`src/rtl/hazard_pkg.sv`:
```
// rtl/hazard_pkg.sv - shared types and constants for the hazard/issue controller
package hazard_pkg;

    localparam int              REG_ADDR_W  = 5;
    localparam logic [4:0]      ZERO_REG    = 5'd0;
    localparam int              STALL_CNT_W = 16;

    typedef enum logic [1:0] {
        RUN    = 2'd0,
        DRAIN  = 2'd1,
        HALTED = 2'd2
    } state_e;

    typedef struct packed {
        logic                  v;
        logic [REG_ADDR_W-1:0] wsel;
    } sb_slot_t;

endpackage

```
`src/rtl/hazard_if.sv`:
```
// rtl/hazard_if.sv - ID-stage request and issue/halt response bundle
interface hazard_if;
    import hazard_pkg::*;

    logic                  id_valid;
    logic [REG_ADDR_W-1:0] id_rs;
    logic [REG_ADDR_W-1:0] id_rt;
    logic                  id_uses_rt;
    logic                  id_we;
    logic [REG_ADDR_W-1:0] id_wsel;
    logic                  halt_req;
    logic                  issue;
    logic                  stall;
    logic                  bubble;
    logic                  halt_ack;

    modport master (
        output id_valid, id_rs, id_rt, id_uses_rt, id_we, id_wsel, halt_req,
        input  issue, stall, bubble, halt_ack
    );

    modport slave (
        input  id_valid, id_rs, id_rt, id_uses_rt, id_we, id_wsel, halt_req,
        output issue, stall, bubble, halt_ack
    );

endinterface

```
`src/rtl/hazard_scoreboard.sv`:
```
// rtl/hazard_scoreboard.sv - DEPTH-slot in-flight write tracker with two match ports
module hazard_scoreboard
    import hazard_pkg::*;
#(
    parameter int DEPTH = 2
) (
    input  logic                  clk,
    input  logic                  reset,
    input  logic                  push_v,
    input  logic [REG_ADDR_W-1:0] push_wsel,
    input  logic [REG_ADDR_W-1:0] rd_a,
    input  logic [REG_ADDR_W-1:0] rd_b,
    output logic                  match_a,
    output logic                  match_b,
    output logic                  empty
);

    sb_slot_t [DEPTH-1:0] slot_q;
    sb_slot_t [DEPTH-1:0] slot_d;

    always_comb begin
        slot_d      = slot_q;
        // r0 is hardwired, so writes to it never create a dependency
        slot_d[0].v    = push_v & (push_wsel != ZERO_REG);
        slot_d[0].wsel = push_wsel;
        for (int k = 1; k < DEPTH; k++) begin
            slot_d[k] = slot_q[k-1];
        end
    end

    always_ff @(posedge clk) begin
        if (!reset) begin
            slot_q <= '0;
        end else begin
            slot_q <= slot_d;
        end
    end

    always_comb begin
        match_a = 1'b0;
        match_b = 1'b0;
        empty   = 1'b1;
        for (int k = 0; k < DEPTH; k++) begin
            if (slot_q[k].v) begin
                empty = 1'b0;
                if (slot_q[k].wsel == rd_a) match_a = 1'b1;
                if (slot_q[k].wsel == rd_b) match_b = 1'b1;
            end
        end
    end

endmodule

```
`src/rtl/hazard_ctrl.sv`:
```
// rtl/hazard_ctrl.sv - RAW stall/bubble and halt/drain controller; HAZARD_STATS_EN adds stall_cycles
module hazard_ctrl
    import hazard_pkg::*;
#(
    parameter int DEPTH = 2
) (
    input  logic                   clk,
    input  logic                   reset,
    hazard_if.slave                hif
`ifdef HAZARD_STATS_EN
    ,
    output logic [STALL_CNT_W-1:0] stall_cycles
`endif
);

    state_e state_q;
    state_e state_d;
    logic   match_rs;
    logic   match_rt;
    logic   sb_empty;
    logic   hazard;
    logic   issue;
    logic   stall;
    logic   bubble;

    hazard_scoreboard #(.DEPTH(DEPTH)) u_scoreboard (
        .clk       (clk),
        .reset     (reset),
        .push_v    (issue & hif.id_we),
        .push_wsel (hif.id_wsel),
        .rd_a      (hif.id_rs),
        .rd_b      (hif.id_rt),
        .match_a   (match_rs),
        .match_b   (match_rt),
        .empty     (sb_empty)
    );

    assign hazard = hif.id_valid &
                    (((hif.id_rs != ZERO_REG) & match_rs) |
                     (hif.id_uses_rt & (hif.id_rt != ZERO_REG) & match_rt));

    always_comb begin
        issue   = 1'b0;
        stall   = 1'b1;
        bubble  = 1'b1;
        state_d = state_q;
        if (reset) begin
            case (state_q)
                RUN: begin
                    if (hif.halt_req) begin
                        state_d = DRAIN;
                    end else begin
                        issue  = hif.id_valid & ~hazard;
                        stall  = hif.id_valid & hazard;
                        bubble = ~(hif.id_valid & ~hazard);
                    end
                end
                DRAIN: begin
                    if (sb_empty) state_d = HALTED;
                end
                HALTED: begin
                    if (!hif.halt_req) state_d = RUN;
                end
                default: state_d = RUN;
            endcase
        end
    end

    always_ff @(posedge clk) begin
        if (!reset) begin
            state_q <= RUN;
        end else begin
            state_q <= state_d;
        end
    end

    assign hif.issue    = issue;
    assign hif.stall    = stall;
    assign hif.bubble   = bubble;
    assign hif.halt_ack = reset & (state_q == HALTED);

`ifdef HAZARD_STATS_EN
    logic [STALL_CNT_W-1:0] stall_cnt_q;
    logic [STALL_CNT_W-1:0] stall_cnt_d;

    // A halt request in the same cycle takes precedence, so that stall is not counted
    always_comb begin
        stall_cnt_d = stall_cnt_q;
        if ((state_q == RUN) && !hif.halt_req && hazard && (stall_cnt_q != '1)) begin
            stall_cnt_d = stall_cnt_q + 1'b1;
        end
    end

    always_ff @(posedge clk) begin
        if (!reset) begin
            stall_cnt_q <= '0;
        end else begin
            stall_cnt_q <= stall_cnt_d;
        end
    end

    assign stall_cycles = stall_cnt_q;
`endif

endmodule

```
`src/flat_wrapper.sv`:
```
// flat-port wrapper written by rule: the top's interface ports become plain ports
module hazard_ctrl_flat import hazard_pkg::*;
#(
    parameter int DEPTH = 2
)
  (clk, reset, hif_id_valid, hif_id_rs, hif_id_rt, hif_id_uses_rt, hif_id_we, hif_id_wsel, hif_halt_req, hif_issue, hif_stall, hif_bubble, hif_halt_ack);
  hazard_if hif_i ();
  input  logic clk;
  input  logic reset;
  input wire logic [$bits(hif_i.id_valid)-1:0] hif_id_valid;
  input wire logic [$bits(hif_i.id_rs)-1:0] hif_id_rs;
  input wire logic [$bits(hif_i.id_rt)-1:0] hif_id_rt;
  input wire logic [$bits(hif_i.id_uses_rt)-1:0] hif_id_uses_rt;
  input wire logic [$bits(hif_i.id_we)-1:0] hif_id_we;
  input wire logic [$bits(hif_i.id_wsel)-1:0] hif_id_wsel;
  input wire logic [$bits(hif_i.halt_req)-1:0] hif_halt_req;
  output wire logic [$bits(hif_i.issue)-1:0] hif_issue;
  output wire logic [$bits(hif_i.stall)-1:0] hif_stall;
  output wire logic [$bits(hif_i.bubble)-1:0] hif_bubble;
  output wire logic [$bits(hif_i.halt_ack)-1:0] hif_halt_ack;
  assign hif_i.id_valid = hif_id_valid;
  assign hif_i.id_rs = hif_id_rs;
  assign hif_i.id_rt = hif_id_rt;
  assign hif_i.id_uses_rt = hif_id_uses_rt;
  assign hif_i.id_we = hif_id_we;
  assign hif_i.id_wsel = hif_id_wsel;
  assign hif_i.halt_req = hif_halt_req;
  assign hif_issue = hif_i.issue;
  assign hif_stall = hif_i.stall;
  assign hif_bubble = hif_i.bubble;
  assign hif_halt_ack = hif_i.halt_ack;
  hazard_ctrl #(.DEPTH(DEPTH)) u_core (.clk(clk), .reset(reset), .hif(hif_i));
endmodule
```
`config.mk`:
```
export PLATFORM = sky130hd
export DESIGN_NAME = hazard_ctrl_flat
export DESIGN_NICKNAME = d
export VERILOG_FILES = /design/src/rtl/hazard_pkg.sv /design/src/rtl/hazard_if.sv /design/src/rtl/hazard_scoreboard.sv /design/src/rtl/hazard_ctrl.sv /design/src/flat_wrapper.sv
export SDC_FILE = /design/constraint.sdc
export NUM_CORES = 1
export LEC_CHECK = 0
export BUFFER_PORTS_ARGS = -buffer_cell sky130_fd_sc_hd__clkbuf_2
export CAP_MARGIN = 20
export CORE_MARGIN = 10
export CORE_UTILIZATION = 46
export CTS_BUF_LIST = sky130_fd_sc_hd__clkbuf_8
export DETAILED_ROUTE_END_ITERATION = 7
export PLACE_DENSITY = 0.75
export SETUP_SLACK_MARGIN = 0.3
export SLEW_MARGIN = 10
export SYNTH_ARGS = -nofsm -noshare
export SYNTH_HDL_FRONTEND = slang
export SYNTH_SLANG_ARGS = --single-unit
```
`constraint.sdc`:
```
create_clock -name clk -period 1.4 [get_ports clk]
set_input_delay 0 -clock clk [delete_from_list [all_inputs] [get_ports clk]]
set_output_delay 0 -clock clk [all_outputs]
set_load 0.05 [all_outputs]
```
==> results list <==
- Each instance of the synthesized netlist takes up on average 9.23 um^2.
* Flop2flop setup slack: 0.10 ns
* Period utilisation layout: 1.15
* Post-detailed-route wirelength per cell: approximately 15 um
* Placer congestion estimate: roughly 0.9
- Endpoint of the worst-slack reg-to-reg timing path: u_core.u_scoreboard.slot_d[11]
- Destination of the worst hold path: u_core.state_q[0]
- Synth Net Count: 100
- Area added between synthesis and finish: 55.6%
* Total leakage power: 0.453 nW
- The clock net in this run drives a total of 14 sinks.
* Die area: 0.00358 mm^2
* CP max-delay cell: sky130_fd_sc_hd__dfxtp_2
- Maximum number of pins on one net before global-route repair: 14
* Leftover overflow at the end of global routing: 0
- The synthesized netlist occupies a cell area of 729 um^2.
- Using the TritonRoute via totals, the vias-per-cell ratio works out to 5.23.
- Setup repair after global routing missed its margin: true
- Remaining max-slew budget at the tightest pin: 0.803
* Number of nets in the finished design: 141
* Timing-limited maximum frequency: ~0.62 GHz
- Ordered cell list for the critical path: xnor2_2 -> nand4_1 -> o22ai_1 -> o211ai_2 -> and3b_2 -> buf_8
- The final reports fail on setup timing.
- Final-layout setup total negative slack: -0.526 ns
- Number of filler cells placed in the layout: 108
* CTS clk-pin slew, worst paths: 0.06 ns
- Clock latency on the worst-skew pair, taken at its later pin, is 0.24 ns.
* Setup crit end kind: output pin
* Type of the worst min-delay path: in -> reg
- Number of global-route vias before repair: 745
- For this run, the slowest stage of the critical path takes 0.36 ns.
- Type of the setup path with the least slack: reg -> out
- CTS buffer count: 3
- Hold Crit Start: hif_halt_req
* DRC marker count from the first detailed-route iteration: 5
- Sequential share of power: 0.419
* Arr. time, crit path: between 1.5 and 2 ns
- Clock skew on the completed layout was measured at 0.00241 ns.
- Switch Pwr: 0.000269 W
- The startpoint identified for the worst register-to-register timing path is u_core.u_scoreboard.slot_q[9].
* Actual transition at the worst max-transition pin: 0.293 ns
- Number of port buffers: 24
- Crit path buf inv count: 1
- Synth unique cells: 20
* GRT Total Usage: 0.125
* Number of warnings printed during yosys synthesis: 0
- Data required time of the worst path: 1.40 ns
- DIE HEIGHT: 59.8 um
- Summed area of non-filler cells in the final layout: 0.00113 mm^2
* Cell internal power dissipation: 0.000799 W
* Run status: finished, violations left
- Peak supply drop: around 0.86 mV
- Worst reg-to-reg path cell count: 5
- The core region is 0.00151 mm^2.
- Number of max-slew violations in the final report: 0
* Initial antenna violation count: 0
* TritonCTS clock tree: built
- Hold Path Cell Cnt: 3
* Number of vias in the routed layout: 706
- In the routed design, unresolved DRC markers number 0.
- Clock share of power: 0.364
- The worst setup path is launched from a flop.
- The cell sitting at the root of the clock tree is a sky130_fd_sc_hd__clkbuf_8.
- The clock passes through at most 2 buffers.
* Share of total power in combinational logic: 0.217
- Along the worst path, the maximum fanout reaches 4.
* Number of iterations in the first detailed-routing pass: 3
* Setup violators final: 3
- Row generation in the floorplan step produced 14 rows.
- Of the total power, the share spent switching nets is 0.252.
* Post-CTS repair timing setup buffer count: 0
* MaxCap Viol Count: 0
* Worst Setup Slack, final: -0.216 ns
* Power density normalized to cell area: 942 mW/mm^2
* Placed wire-length estimate after detailed placement: 1.56 mm
* Antenna Diode Count: 0
- 25 I/O pins were placed.
- Utilization after layout: 0.753
- Horiz. Die Dim: about 60 um
* Top delay family on crit path: simple AND/OR/NAND/NOR gates
- The first global-routing pass estimated 3.47 mm of wire.
- Detailed-route wire length: 2.01 mm
- Subtracting the final worst setup slack from the clock period gives around 1.6 ns.
- H-Tree Depth: 1
- Hold violation count in the final report: 0
- Summing all placed instances gives a cell area of about 970 um^2.
* Number of routed nets with antenna violations: 0
- Flip-flop and latch count after synthesis: 14
- Cells after Synth: 79
- Of the cells placed in the final design, the portion with a size suffix greater than 1 is 0.479.
* Initial Utilization: 0.484
- For this run, the register share of the synthesized area comes to 0.384.
-- logic make-up (layout without fill, tap and decap cells) --
| kind of cell | after synthesis | in the layout | synth area share |
|---|---|---|---|
| AOI/OAI and AO/OA | 8 | 8 | 0.0738 |
| xor gates and xnor gates | 20 | 20 | 0.240 |
| DFF | 14 | 14 | 0.384 |
| buffers and inverters | 1 | 41 | 0.00514 |
| and+or+nand+nor | 36 | 36 | 0.297 |
-- area by class of cell --
type	instances	area, um^2	share of cell area
multi-input combinational	64	505	0.445
clock buffer	4	55.1	0.0485
timing repair buffer	37	260	0.229
sequential	14	294	0.259
tap	16	20.0	0.0176
-- Yosys cell counts, drive strengths merged --
cell type,number,area share
xnor2,20,0.24
dfxtp,14,0.38
and2,12,0.10
nand2,7,0.036
nand4,5,0.043
nor2,3,0.015
o21ai,3,0.021
or4,3,0.036
o22ai,2,0.017
a211oi,1,0.010
a31oi,1,0.0086
and3b,1,0.012
and4bb,1,0.017
clkbuf,1,0.0051
nand2b,1,0.0086
nand3b,1,0.010
nor3,1,0.0069
nor4,1,0.0086
o211ai,1,0.017
-- what timing repair did --
action / 4_1_cts / 5_1_grt
hold buffers: 5 / 0
endpoints found under the setup margin: 4 / 5
gates resized for setup: 7 / 10
pin swaps: 5 / 3
cloned: 0 / 0
endpoints found under the hold margin: 5 / 0
-- sequential cells by signal, indices dropped and copies added, names as in the netlist --
register                    cells
u_core.u_scoreboard.slot_q      6
u_core.u_scoreboard.slot_d      6
u_core.state_q                  2
-- layout by cell type (no fill, tap or decap), types with 4 or more instances in the layout --
| master | count |
|---|---|
| sky130_fd_sc_hd__clkbuf_2 | 20 |
| sky130_fd_sc_hd__clkbuf_8 | 4 |
| sky130_fd_sc_hd__buf_4 | 8 |
| sky130_fd_sc_hd__xnor2_1 | 17 |
| sky130_fd_sc_hd__nand2_1 | 7 |
| sky130_fd_sc_hd__nand4_1 | 5 |
| sky130_fd_sc_hd__and2_1 | 12 |
| sky130_fd_sc_hd__dlygate4sd3_1 | 5 |
| sky130_fd_sc_hd__dfxtp_2 | 11 |
-- power by group through the flow --
stage	registers, W	clock network, W	logic (W)
after detailed placement	0.000453	0	0.000199
after global routing	0.000452	0.000422	0.000251
final	0.000448	0.000389	0.000232
after CTS	0.000445	0.000393	0.000221
after floorplan	0.000448	0	0.000117
after global placement	0.000452	0	0.000196
-- stage by stage --
stage | std cells | total power [W] | hold WS, ns | setup WS, ns
2_1_floorplan | 79 | 0.000565 | 0.127 | 0.111
3_3_place_gp | 126 | 0.000648 | 0.220 | 0.0140
3_5_place_dp | 126 | 0.000652 | 0.229 | -0.00703
4_1_cts | 135 | 0.00106 | 0.0819 | -0.197
5_1_grt | 135 | 0.00112 | 0.0822 | -0.269
6_report | 135 | 0.00107 | 0.0655 | -0.216
-- worst register-to-register path, cell delays in order (launching register included) --
cell                       delay [ns]
sky130_fd_sc_hd__dfxtp_2         0.36
sky130_fd_sc_hd__xnor2_2         0.12
sky130_fd_sc_hd__nand4_1         0.11
sky130_fd_sc_hd__o22ai_1         0.20
sky130_fd_sc_hd__o211ai_2        0.17
sky130_fd_sc_hd__and4bb_1        0.24
-- worst max-delay path by stage --
stage,startpoint,end,slack [ns],cells past startpoint
final,u_core.u_scoreboard.slot_q[9],hif_issue,-0.22,6
after global routing,u_core.u_scoreboard.slot_q[9],hif_issue,-0.27,6
after floorplan,u_core.u_scoreboard.slot_q[9],hif_bubble,0.11,5
after detailed placement,u_core.u_scoreboard.slot_d[9],hif_issue,-0.007,6
after CTS,u_core.u_scoreboard.slot_q[10],hif_issue,-0.20,6
after global placement,u_core.u_scoreboard.slot_q[9],hif_issue,0.01,6
-- per-layer routing --
metal  global-route usage  up-vias  share of wire  wire [um]
li1                     -      354              -          -
met4               0.0385        0          0.015         30
met1                0.132      329           0.40        813
met3               0.0508        4          0.077        154
met5                    0        -              0          0
met2                0.218       19           0.50       1010
Note: power is estimated with default switching activity, not from simulation.
